--- config.mk ---
export PLATFORM = sky130hd
export DESIGN_NAME = f_stage_fetch
export DESIGN_NICKNAME = d
export VERILOG_FILES = /design/src/rtl/f_stage_fetch.sv
export SDC_FILE = /design/constraint.sdc
export NUM_CORES = 1
export LEC_CHECK = 0
export ABC_AREA = 1
export CORE_MARGIN = 1.5
export CORE_UTILIZATION = 55
export CTS_CLUSTER_DIAMETER = 60
export DETAILED_ROUTE_END_ITERATION = 8
export PLACE_DENSITY = 0.78
export RECOVER_POWER = 100
export SYNTH_ARGS = -nofsm -noshare
export SYNTH_HDL_FRONTEND = slang
export SYNTH_SLANG_ARGS = --single-unit
--- constraint.sdc ---
create_clock -name Clk -period 7.9 [get_ports Clk]
set_clock_uncertainty 0.2 [all_clocks]
set_input_delay 1.58 -clock Clk [delete_from_list [all_inputs] [get_ports Clk]]
set_output_delay 1.58 -clock Clk [all_outputs]
set_load 0.01 [all_outputs]
--- src/rtl/f_stage_fetch.sv ---
// Fetch stage: PC generation, single-outstanding instruction-memory requests,
// a 2-entry instruction buffer and branch/jump redirects with one delay slot.
module f_stage_fetch #(
    parameter logic [31:0] RESET_PC   = 32'h0000_3000,
    parameter int          FIFO_DEPTH = 2
) (
    input  logic        Clk,
    input  logic        ResetN,
    input  logic        Stall,
    input  logic        Redirect,
    input  logic [31:0] RedirectPC,
    output logic        IMemReq,
    output logic [31:0] IMemAddr,
    input  logic        IMemAck,
    input  logic [31:0] IMemRdata,
    output logic [31:0] InsOut,
    output logic [31:0] PCOut
);

    localparam logic [1:0] DEPTH = 2'(FIFO_DEPTH);

    logic [31:0] pc_q, pc_d;
    logic [1:0]  occ_q, occ_d;
    logic        out_q, out_d;
    logic        drop_q, drop_d;
    logic        pend_q, pend_d;
    logic [31:0] pend_pc_q, pend_pc_d;
    logic [31:0] out_addr_q, out_addr_d;
    logic [31:0] ent0_ins_q, ent0_ins_d, ent0_pc_q, ent0_pc_d;
    logic [31:0] ent1_ins_q, ent1_ins_d, ent1_pc_q, ent1_pc_d;

    logic        ack_v, push, pop, out_rem, redir_acc, issue;
    logic        slot_head, slot_push, slot_out;
    logic [1:0]  occ_n;

    // Request/response: IMemReq is a one-cycle pulse carrying IMemAddr; each
    // request is answered by exactly one IMemAck (with IMemRdata) at least one
    // cycle later, in order. Only one request is ever outstanding.
    always_comb begin
        ack_v     = IMemAck && out_q;
        push      = ack_v && !drop_q;
        out_rem   = out_q && !ack_v;
        pop       = !Stall && (occ_q != 2'd0);
        redir_acc = !Stall && Redirect;

        // Where the delay slot lives: the head D just took, the word arriving
        // now, the live outstanding request, or (failing those) the next issue.
        slot_head = redir_acc && (occ_q != 2'd0);
        slot_push = redir_acc && (occ_q == 2'd0) && push;
        slot_out  = redir_acc && (occ_q == 2'd0) && !push && out_rem && !drop_q;

        ent0_ins_d = ent0_ins_q;
        ent0_pc_d  = ent0_pc_q;
        ent1_ins_d = ent1_ins_q;
        ent1_pc_d  = ent1_pc_q;
        occ_n      = occ_q;
        if (pop) begin
            ent0_ins_d = ent1_ins_q;
            ent0_pc_d  = ent1_pc_q;
            occ_n      = occ_q - 2'd1;
        end
        if (slot_head) begin
            occ_n = 2'd0;
        end else if (push) begin
            if (occ_n == 2'd0) begin
                ent0_ins_d = IMemRdata;
                ent0_pc_d  = out_addr_q;
            end else begin
                ent1_ins_d = IMemRdata;
                ent1_pc_d  = out_addr_q;
            end
            occ_n = occ_n + 2'd1;
        end
        occ_d = occ_n;

        // A fetch from the old PC after the delay slot is already held would be wrong-path.
        issue    = ResetN && !out_rem && (occ_n < DEPTH) && !slot_head && !slot_push;
        IMemReq  = issue;
        IMemAddr = pc_q;

        out_d      = out_rem || issue;
        out_addr_d = issue ? pc_q : out_addr_q;
        drop_d     = ack_v ? 1'b0 : drop_q;
        if (slot_head && out_rem) begin
            drop_d = 1'b1;
        end

        pc_d      = pc_q;
        pend_d    = pend_q;
        pend_pc_d = pend_pc_q;
        if (issue) begin
            pc_d   = pend_q ? pend_pc_q : pc_q + 32'd4;
            pend_d = 1'b0;
        end
        if (redir_acc) begin
            if (slot_head || slot_push || slot_out || issue) begin
                pc_d = RedirectPC;
            end else begin
                pend_d    = 1'b1;
                pend_pc_d = RedirectPC;
            end
        end
    end

    always_ff @(posedge Clk) begin
        if (!ResetN) begin
            pc_q       <= RESET_PC;
            occ_q      <= 2'd0;
            out_q      <= 1'b0;
            drop_q     <= 1'b0;
            pend_q     <= 1'b0;
            pend_pc_q  <= '0;
            out_addr_q <= '0;
            ent0_ins_q <= '0;
            ent0_pc_q  <= '0;
            ent1_ins_q <= '0;
            ent1_pc_q  <= '0;
        end else begin
            pc_q       <= pc_d;
            occ_q      <= occ_d;
            out_q      <= out_d;
            drop_q     <= drop_d;
            pend_q     <= pend_d;
            pend_pc_q  <= pend_pc_d;
            out_addr_q <= out_addr_d;
            ent0_ins_q <= ent0_ins_d;
            ent0_pc_q  <= ent0_pc_d;
            ent1_ins_q <= ent1_ins_d;
            ent1_pc_q  <= ent1_pc_d;
        end
    end

    assign InsOut = (occ_q != 2'd0) ? ent0_ins_q : 32'h0;
    assign PCOut  = (occ_q != 2'd0) ? ent0_pc_q  : 32'h0;

endmodule
Word-level counts from Yosys, hierarchy flattened
Index checks and enable logic that the tools add are counted.

Add/sub/neg operators: 3. Multiplexer cells: 22. Reduce and logical (&&, ||, !) cells: 33. Order comparisons: 1. Bitwise operators: 3.

Operator list (number): $mux 32 (14); $add 32x3->32 const B (1); $logic_and 1x1->1 (16); $logic_not 1->1 (7); $mux 2 (3); $mux 1 (5); $logic_not 2->1 (2); $logic_or 1x1->1 (4); $reduce_bool 2->1 (2); $not 1->1 (3); $reduce_and 3->1 (1); $add 2x1->2 const B (1); $lt 2x2->1 const B (1); $reduce_and 2->1 (1); $sub 2x1->2 const B (1).

Bits in registers: 229. Word-level logic and storage cells: 73. Bits of input ports: 69. Output and inout bits: 97.

Longest topological paths before layout
Gate-level depths: netlist of run 1.

Depth after elaboration: 13. Depth in mapped cells: 18. Mapped depth without buffers: 17.

Worst setup path before layout of run 1
Ideal clock, no wire load.

Path type: input -> output. From: input port Stall. To: output port IMemReq. Stages: 11. Slack: 2.970 ns. Arrival time: 3.150 ns. Path buffers: 3. Required time: 6.120 ns. Cells stage by stage: nor2_2 -> clkbuf_1 -> xor2_1 -> ha_1 -> inv_1 -> nand2_1 -> nand2_2 -> nand2_1 -> buf_4 -> inv_2 -> buf_4.

Word-level cells in the longest chain between the ends: 10. Elaborated cells between the ends (all ways): 16. Classes of those cells: add/sub (1); order compare (1); mux (3); reduce/logical (11).

Ends and longest elaborated chain: start, declared (line 9) `input logic Stall,`; $logic_not 1->1 * (line 43, 44); $logic_and 1x1->1 (line 43) `pop = !Stall && (occ_q != 2'd0);`; $mux 2 (line 57) `if (pop) begin`; $add 2x1->2 (line 72) `occ_n = occ_n + 2'd1;`; $mux 2 (line 64) `end else if (push) begin`; $mux 2 (line 62) `if (slot_head) begin`; $lt 2x2->1 (line 77) `issue = ResetN && !out_rem && (occ_n < DEPTH) && !slot_head && !slot_push;`; $logic_and 1x1->1 (2 in a row) (line 77); $logic_and 1x1->1 * (line 77); end, declared (line 12) `output logic IMemReq,`.

Every way passes the cells marked *; elsewhere a longest branch is shown, timed or not.

Final worst setup path of run 1
From: input port ResetN. To: register pc_q[30] (netlist: IMemAddr[30]).

Word-level cells in the longest chain between the ends: 7. Elaborated cells between the ends (all ways): 8. Classes of those cells: mux (3); reduce/logical (5).

Ends and longest elaborated chain: start, declared (line 8) `input logic ResetN,`; $logic_and 1x1->1 (4 in a row) (line 77); $mux 32 or $logic_or 1x1->1 (tied branches) (line 91, 96); $mux 32 (line 96) `if (slot_head || slot_push || slot_out || issue) begin`; $mux 32 (line 95) `if (redir_acc) begin`; end signal, assigned (line 119) `pc_q <= pc_d;`; end, declared (line 22) `logic [31:0] pc_q, pc_d;`.

Several ways; a longest one is shown, not always the timed one. A chain may end at the register's enable or synchronous reset.

==> metrics.txt, run 1 <==
# TYPE chip_impl_metric gauge
chip_impl_metric{name="core.rowCount",unit=""} 50
chip_impl_metric{name="global_route.overflow_total",unit=""} 0
chip_impl_metric{name="synthesis_warnings",unit=""} 0
chip_impl_info{name="category_of_the_worst_setup_path_capture_point",value="register"} 1
chip_impl_metric{name="ios",unit=""} 166
chip_impl_info{name="cell_at_the_root_of_the_clock_tree",value="clkbuf_16"} 1
chip_impl_metric{name="place_congestion",unit=""} 0.847
chip_impl_metric{name="cts_resized",unit=""} 0
chip_impl_metric{name="numClockSinks",unit=""} 229
chip_impl_metric{name="postCtsSetupRepairBufs",unit=""} 0
chip_impl_info{name="cts_tree",value="yes"} 1
chip_impl_metric{name="routedWlPerCell",unit="um"} 13.6
chip_impl_metric{name="cts_buffer_depth",unit=""} 3
chip_impl_metric{name="clock_tree.htree_level_count",unit=""} 1
chip_impl_metric{name="power.density_cell_area",unit="mW/mm^2"} 315
chip_impl_metric{name="worst_slew_margin_rel",unit=""} -1.75
chip_impl_metric{name="vias_per_cell",unit=""} 5.19
chip_impl_info{name="synth_most_common_cell",value="nand2_1"} 1
chip_impl_info{name="synth_top_flop_cell",value="dfxtp_1"} 1
chip_impl_metric{name="drive_above_1_share",unit=""} 0.0361
chip_impl_metric{name="drt_iter0_drc",unit=""} 667
chip_impl_metric{name="synthDistinctLibCells",unit=""} 28
chip_impl_metric{name="worst-path-max-fanout",unit=""} 115
chip_impl_metric{name="floorplan.initialDensity",unit=""} 0.567
chip_impl_metric{name="final_net_count",unit=""} 1800
chip_impl_metric{name="synth_sequential_area_ratio",unit=""} 0.428
chip_impl_metric{name="place.detailed.hpwl",unit="um"} 17000
chip_impl_info{name="crit_type",value="input pin to register"} 1
chip_impl_info{name="ys_top_cells_by_area",value="dfxtp_1 43%, o21ai_0 12%, nand2_1 11%, a21oi_1 9.8%, inv_1 8.2%"} 1
chip_impl_info{name="failed_checks",value="capacitance limit, slew limit"} 1
chip_impl_info{name="setup_repair_after_global_routing_missed_its_margin",value="false"} 1
chip_impl_metric{name="nFillCells",unit=""} 1698
chip_impl_metric{name="route.vias.total",unit=""} 10400
chip_impl_metric{name="grt_pass1_vias",unit=""} 9590
chip_impl_metric{name="critPathRequiredTime",unit="ns"} 8.14
chip_impl_metric{name="final_min_period_over_clock_period",unit=""} 0.798
chip_impl_info{name="synth_area_leader_cell",value="dfxtp_1"} 1
chip_impl_metric{name="fmax",unit="MHz"} 159
chip_impl_metric{name="drt.antenna.violating_nets",unit=""} 0
chip_impl_metric{name="timing.setup.tns",unit="ns"} 0
chip_impl_metric{name="timing_worst_slew_pin_value",unit="ns"} 4.13
chip_impl_metric{name="finalWirelength",unit="um"} 27300
chip_impl_metric{name="die_height",unit="um"} 143
chip_impl_metric{name="core-area",unit="mm^2"} 0.0189
chip_impl_metric{name="avgSynthCellArea",unit="um^2"} 6.57
chip_impl_metric{name="antenna_cells_inserted",unit=""} 0
chip_impl_metric{name="layoutNonFillerInstCount",unit=""} 2006
chip_impl_metric{name="synthesis.area",unit="mm^2"} 0.0107
chip_impl_metric{name="clk_transition_reported_paths",unit="ns"} 0.06
chip_impl_metric{name="grt_antenna_before_repair",unit=""} 0
chip_impl_metric{name="syn-instance-count",unit=""} 1632
chip_impl_metric{name="peakVddDrop",unit="uV"} 196
chip_impl_info{name="timing.critical_path.mode_cell",value="clkbuf_1"} 1
chip_impl_info{name="timing.critical_path.slowest_stage_cell",value="clkbuf_1"} 1
chip_impl_info{name="most_frequent_cells_after_synthesis",value="300 x nand2_1, 265 x o21ai_0, 234 x inv_1"} 1
chip_impl_metric{name="synth_fp_nets",unit=""} 1704
chip_impl_metric{name="clk-insertion-delay-late",unit="ns"} 0.52
chip_impl_metric{name="timing.final.hold_violations",unit=""} 0
chip_impl_metric{name="area_growth_from_synthesis_to_layout",unit="%"} 23.1
chip_impl_metric{name="numCtsBuffers",unit=""} 25
chip_impl_metric{name="ys_async_sr_fraction",unit=""} 0
chip_impl_metric{name="dpl_worst_slack",unit="ns"} 2.09
chip_impl_metric{name="place_inst",unit=""} 1961
chip_impl_metric{name="synth_edf_count",unit=""} 0
chip_impl_metric{name="postLayoutCellArea",unit="mm^2"} 0.0132
chip_impl_metric{name="area_share_of_the_largest_cell_type_after_synthesis",unit=""} 0.428
chip_impl_metric{name="grt_usage",unit=""} 0.269
chip_impl_metric{name="buffer_ports.inserted",unit=""} 165
chip_impl_metric{name="dieArea",unit="mm^2"} 0.0203
chip_impl_metric{name="max_stage_delay",unit="ns"} 2.92
chip_impl_metric{name="grt_pass1_wl",unit="um"} 45200
chip_impl_metric{name="max_cap_violations",unit=""} 5
chip_impl_metric{name="drv_slew",unit=""} 463
chip_impl_metric{name="yosys_register_bits",unit=""} 229
chip_impl_metric{name="setup-violations-final",unit=""} 0
chip_impl_metric{name="cp_data_arrival_time",unit="ns"} 6.55
chip_impl_metric{name="pin_count_of_the_biggest_net_entering_global_routing",unit=""} 129
chip_impl_metric{name="setup_ws",unit="ns"} 1.60
chip_impl_info{name="holdCritPathClass",value="register to register"} 1
chip_impl_info{name="path_cells",value="buf_4 -> clkbuf_1 -> inv_1 -> clkbuf_1 -> o21bai_1 -> a21oi_1"} 1
chip_impl_metric{name="postCtsHoldBufs",unit=""} 0
chip_impl_metric{name="detail_route.first_pass.iterations",unit=""} 5
chip_impl_metric{name="dpl-instance-area",unit="mm^2"} 0.0123
chip_impl_info{name="worst_setup_path_start_kind",value="input pin"} 1
chip_impl_metric{name="finalWorstPathRequiredPeriod",unit="ns"} 6.30
chip_impl_metric{name="p_leak",unit="nW"} 5.39
chip_impl_metric{name="fp.dieW",unit="um"} 143
chip_impl_info{name="status",value="finished with violations"} 1
chip_impl_metric{name="drc",unit=""} 0
[cells in the final DEF (no fill, tap or decap)]
cell type,n
clkinv_2,4
o21bai_1,6
o21ai_0,265
clkbuf_8,7
clkdlybuf4s50_1,68
clkbuf_1,4
a31oi_1,2
clkinv_4,1
buf_4,7
clkinv_1,3
clkbuf_16,25
clkbuf_2,2
nor2_1,190
ha_2,1
bufinv_16,4
dfxtp_1,229
inv_1,236
inv_6,2
xor2_1,3
inv_2,3
ha_1,2
nand2_1,300
nand2_2,3
and2_0,1
a221oi_1,1
nor3_1,1
nand4_1,3
nand3_1,49
dlygate4sd3_1,96
o21ai_1,4
nand3b_1,11
or2_2,3
a21oi_1,209
nand3_2,1
[report_power, final]
part	internal [mW]	leakage (nW)	switching [mW]
Combinational	0.449	3.07	0.850
Sequential	1.43	1.86	0.188
Clock	0.777	0.446	0.465
[registers in the layout, indices dropped and copies added, names as in the netlist]
name	count
ent1_ins_q	32
ent0_pc_q	32
out_addr_q	32
out_q	1
ent1_pc_q	32
pend_pc_q	32
pend_q	1
drop_q	1
IMemAddr	32
ent0_ins_q	32
occ_q	2
[per-stage QoR]
stage | hold WS, ns | total power, mW | util
final | 0.243 | 4.16 | 0.698
after global routing | 0.262 | 4.44 | 0.698
after global placement | 0.233 | 2.91 | 0.653
after detailed placement | 0.236 | 2.96 | 0.653
after floorplan | 0.224 | 2.51 | -
after CTS | 0.246 | 4.21 | 0.701
[critical path: cells and delay by family]
| kind | cells | cell delay [ns] |
|---|---|---|
| buffers and inverters | 4 | 4.32 |
| AOI/OAI and AO/OA | 2 | 0.57 |
[cell type report]
| class | count | area, um^2 | area share |
|---|---|---|---|
| Sequential cell | 229 | 4580 | 0.347 |
| Multi-Input combinational cell | 1055 | 4770 | 0.361 |
| Clock buffer | 34 | 729 | 0.0553 |
| Inverter | 242 | 908 | 0.0688 |
| Tap cell | 260 | 325 | 0.0247 |
| Timing Repair Buffer | 175 | 1710 | 0.130 |
| Clock inverter | 11 | 166 | 0.0126 |
[path summary, 6_finish.rpt]
| check | from | end | slack (ns) | cells after the start |
|---|---|---|---|---|
| worst max-delay path | ResetN | IMemAddr[30]$_SDFF_PN0_ | 1.60 | 6 |
| worst min-delay path | ent1_ins_q[19]$_SDFFE_PN0P_ | ent1_ins_q[19]$_SDFFE_PN0P_ | 0.24 | 2 |
| worst max register to register | occ_q[1]$_SDFF_PN0_ | IMemAddr[12]$_SDFF_PN1_ | 2.39 | 15 |
| worst min register to register | ent1_ins_q[19]$_SDFFE_PN0P_ | ent1_ins_q[19]$_SDFFE_PN0P_ | 0.24 | 2 |
[cells by family after synthesis]
group	after synthesis	share of synthesized area
AOI/OAI and AO/OA	487	0.229
DFF	229	0.428
and+or+nand+nor	562	0.210
buffers and inverters	348	0.127
xor gates and xnor gates	3	0.00245
adders and majority gates	3	0.00350
[metal layers]
| layer | share of wire | wire, um | track usage |
|---|---|---|---|
| met5 | 0 | 0 | 0 |
| met4 | 0.023 | 631 | 0.0776 |
| met3 | 0.074 | 2010 | 0.0427 |
| met2 | 0.46 | 12700 | 0.452 |
| met1 | 0.44 | 12000 | 0.357 |
Note: power is estimated with default switching activity, not from simulation.
==> run 2: changes to the inputs <==
- CORE_UTILIZATION: 55 -> 54
- PLACE_DENSITY: 0.78 -> 0.77
- clock period: 7.9 -> 6.4 ns (I/O delays scaled with it)
==> metrics.txt, run 2 (same netlist as run 1, synthesis figures left out) <==
# TYPE chip_impl_metric gauge
chip_impl_info{name="timing.critical_path.mode_cell",value="nand2_1"} 1
chip_impl_metric{name="numClockSinks",unit=""} 229
chip_impl_metric{name="clk_transition_reported_paths",unit="ns"} 0.06
chip_impl_info{name="setup_repair_after_global_routing_missed_its_margin",value="false"} 1
chip_impl_metric{name="drive_above_1_share",unit=""} 0.0327
chip_impl_info{name="layout.cells.most_common_list",value="302 x nand2_1, 265 x o21ai_0, 236 x inv_1, 229 x dfxtp_1, 209 x a21oi_1"} 1
chip_impl_metric{name="final-seq-area",unit="mm^2"} 0.00458
chip_impl_metric{name="dpl_worst_slack",unit="ns"} 1.19
chip_impl_metric{name="timing_worst_slew_pin_value",unit="ns"} 2.29
chip_impl_metric{name="core-area",unit="mm^2"} 0.0195
chip_impl_metric{name="core.rowCount",unit=""} 51
chip_impl_metric{name="power.density_cell_area",unit="mW/mm^2"} 381
chip_impl_info{name="worst_path_dominant_cell_family",value="buffers and inverters"} 1
chip_impl_info{name="worst_r2r_startpoint",value="occ_q[1]$_SDFF_PN0_"} 1
chip_impl_metric{name="global_route.overflow_total",unit=""} 0
chip_impl_metric{name="cts_buffer_depth",unit=""} 3
chip_impl_metric{name="place_congestion",unit=""} 0.920
chip_impl_metric{name="nFillCells",unit=""} 1757
chip_impl_info{name="category_of_the_worst_setup_path_capture_point",value="output pin"} 1
chip_impl_info{name="failed_checks",value="capacitance limit, slew limit"} 1
chip_impl_info{name="cell_at_the_root_of_the_clock_tree",value="clkbuf_16"} 1
chip_impl_metric{name="max_cap_violations",unit=""} 2
chip_impl_metric{name="vias_per_cell",unit=""} 5.19
chip_impl_metric{name="timing.setup.tns",unit="ns"} 0
chip_impl_metric{name="hold_path_depth",unit=""} 2
chip_impl_info{name="crit_type",value="input pin to output pin"} 1
chip_impl_metric{name="antenna_cells_inserted",unit=""} 0
chip_impl_metric{name="cts_resized",unit=""} 0
chip_impl_metric{name="utilization",unit=""} 0.673
chip_impl_metric{name="r2r_cells",unit=""} 16
chip_impl_metric{name="worst_slew_margin_rel",unit=""} -0.527
chip_impl_metric{name="buffer_ports.inserted",unit=""} 165
chip_impl_metric{name="postCtsSetupRepairBufs",unit=""} 0
chip_impl_metric{name="cp_data_arrival_time",unit="ns"} 4.05
chip_impl_metric{name="pin_count_of_the_biggest_net_entering_global_routing",unit=""} 129
chip_impl_metric{name="grt_usage",unit=""} 0.261
chip_impl_metric{name="clk-insertion-delay-late",unit="ns"} 0.52
chip_impl_metric{name="worst-path-max-fanout",unit=""} 25
chip_impl_info{name="worst_setup_path_start_kind",value="input pin"} 1
chip_impl_metric{name="total_power_draw",unit="mW"} 4.99
chip_impl_metric{name="finalWirelength",unit="um"} 27800
chip_impl_info{name="final_common_cell",value="nand2_1"} 1
chip_impl_metric{name="area_growth_from_synthesis_to_layout",unit="%"} 22.2
chip_impl_metric{name="multi_input_comb_area",unit="mm^2"} 0.00477
chip_impl_metric{name="routedWlPerCell",unit="um"} 13.8
chip_impl_info{name="cp-startpoint",value="Stall"} 1
chip_impl_metric{name="grt_antenna_before_repair",unit=""} 0
chip_impl_metric{name="timing.final.hold_violations",unit=""} 0
chip_impl_info{name="path_cells",value="dlygate4sd3_1 -> nor2_1 -> xor2_1 -> ha_1 -> inv_1 -> nand2_1 -> nand2_1 -> nand2_1 -> inv_2 -> clkdlybuf4s50_1"} 1
chip_impl_metric{name="postCtsHoldBufs",unit=""} 0
chip_impl_metric{name="final_min_period_over_clock_period",unit=""} 0.864
chip_impl_metric{name="setup_ws",unit="ns"} 0.871
chip_impl_info{name="hp-start",value="ent1_ins_q[12]$_SDFFE_PN0P_"} 1
chip_impl_metric{name="route.vias.total",unit=""} 10400
chip_impl_metric{name="setup-violations-final",unit=""} 0
chip_impl_metric{name="place.detailed.hpwl",unit="um"} 17200
chip_impl_info{name="status",value="finished with violations"} 1
chip_impl_metric{name="detail_route.first_pass.iterations",unit=""} 6
chip_impl_info{name="holdCritPathClass",value="register to register"} 1
chip_impl_metric{name="drv_slew",unit=""} 180
chip_impl_metric{name="clock_tree.htree_level_count",unit=""} 1
chip_impl_metric{name="final_net_count",unit=""} 1800
chip_impl_metric{name="p_leak",unit="nW"} 5.33
chip_impl_info{name="timing.critical_path.slowest_stage_cell",value="clkdlybuf4s50_1"} 1
chip_impl_metric{name="dieArea",unit="mm^2"} 0.0207
chip_impl_metric{name="numCtsBuffers",unit=""} 25
chip_impl_metric{name="finalWorstPathRequiredPeriod",unit="ns"} 5.53
chip_impl_metric{name="drt_iter0_drc",unit=""} 771
chip_impl_metric{name="critPathRequiredTime",unit="ns"} 4.92
chip_impl_metric{name="drc",unit=""} 0
chip_impl_metric{name="drt.antenna.violating_nets",unit=""} 0
chip_impl_metric{name="fp.dieW",unit="um"} 144
chip_impl_metric{name="max_stage_delay",unit="ns"} 0.62
chip_impl_metric{name="grt_pass1_vias",unit=""} 9202
chip_impl_metric{name="ios",unit=""} 166
chip_impl_metric{name="grt_pass1_wl",unit="um"} 44300
chip_impl_metric{name="floorplan.initialDensity",unit=""} 0.551
chip_impl_metric{name="worstPathBufferInverterCount",unit=""} 4
chip_impl_metric{name="peakVddDrop",unit="uV"} 208
chip_impl_metric{name="die_height",unit="um"} 144
chip_impl_metric{name="crit_cells",unit=""} 10
chip_impl_info{name="cts_tree",value="yes"} 1
chip_impl_metric{name="fmax",unit="MHz"} 181
-- run 2: cell count changes in the layout (fill, tap and decap cells not counted) --
cell / previous run / this run
nand3_2: 1 / 0
nand3_4: 0 / 1
clkbuf_8: 7 / 2
nor2_1: 190 / 189
nand2_1: 300 / 302
clkbuf_1: 4 / 8
clkinv_4: 1 / 0
clkinv_2: 4 / 6
bufinv_16: 4 / 2
buf_4: 7 / 8
nand2_2: 3 / 1
nor2_2: 0 / 1
-- run 2: worst paths after layout --
path	end	slack, ns
max	IMemReq	0.87
min	ent1_ins_q[12]$_SDFFE_PN0P_	0.24
max reg2reg	IMemAddr[8]$_SDFF_PN0_	1.82
min reg2reg	ent1_ins_q[12]$_SDFFE_PN0P_	0.24
-- run 2: report_power, final --
part | internal (mW) | leakage [nW] | switching, mW
registers | 1.76 | 1.86 | 0.229
logic | 0.542 | 3.07 | 1.06
clock network | 0.824 | 0.392 | 0.573
total | 3.13 | 5.33 | 1.86
-- run 2: metrics by stage --
step	hold slack, ns	std cells	instance area, um^2
after floorplan	0.224	1632	10700
after global placement	0.232	1966	12400
after detailed placement	0.237	1966	12400
after CTS	0.246	2010	13100
after global routing	0.260	2010	13100
final	0.243	2010	13100
-- run 2: metal layers --
layer | up-vias | global-route usage | routed length, um
met3 | 53 | 0.0357 | 1980
met2 | 346 | 0.419 | 12700
met4 | 0 | 0.0881 | 676
met5 | - | 0 | 0
li1 | 5356 | - | -
met1 | 4683 | 0.359 | 12400
-- run 2: layout make-up --
cell class | instances | share of cell area
multi-input combinational | 1055 | 0.364
sequential | 229 | 0.350
timing repair buffer | 175 | 0.131
inverter | 242 | 0.0693
clock buffer | 34 | 0.0519
tap | 265 | 0.0253
clock inverter | 10 | 0.00821
-- run 2: worst min-delay path, delay by kind of cell (launching register included) --
| kind | cells | cell delay (ns) |
|---|---|---|
| AOI/OAI and AO/OA | 1 | 0.04 |
| buffers and inverters | 1 | 0.04 |
| DFF | 1 | 0.31 |
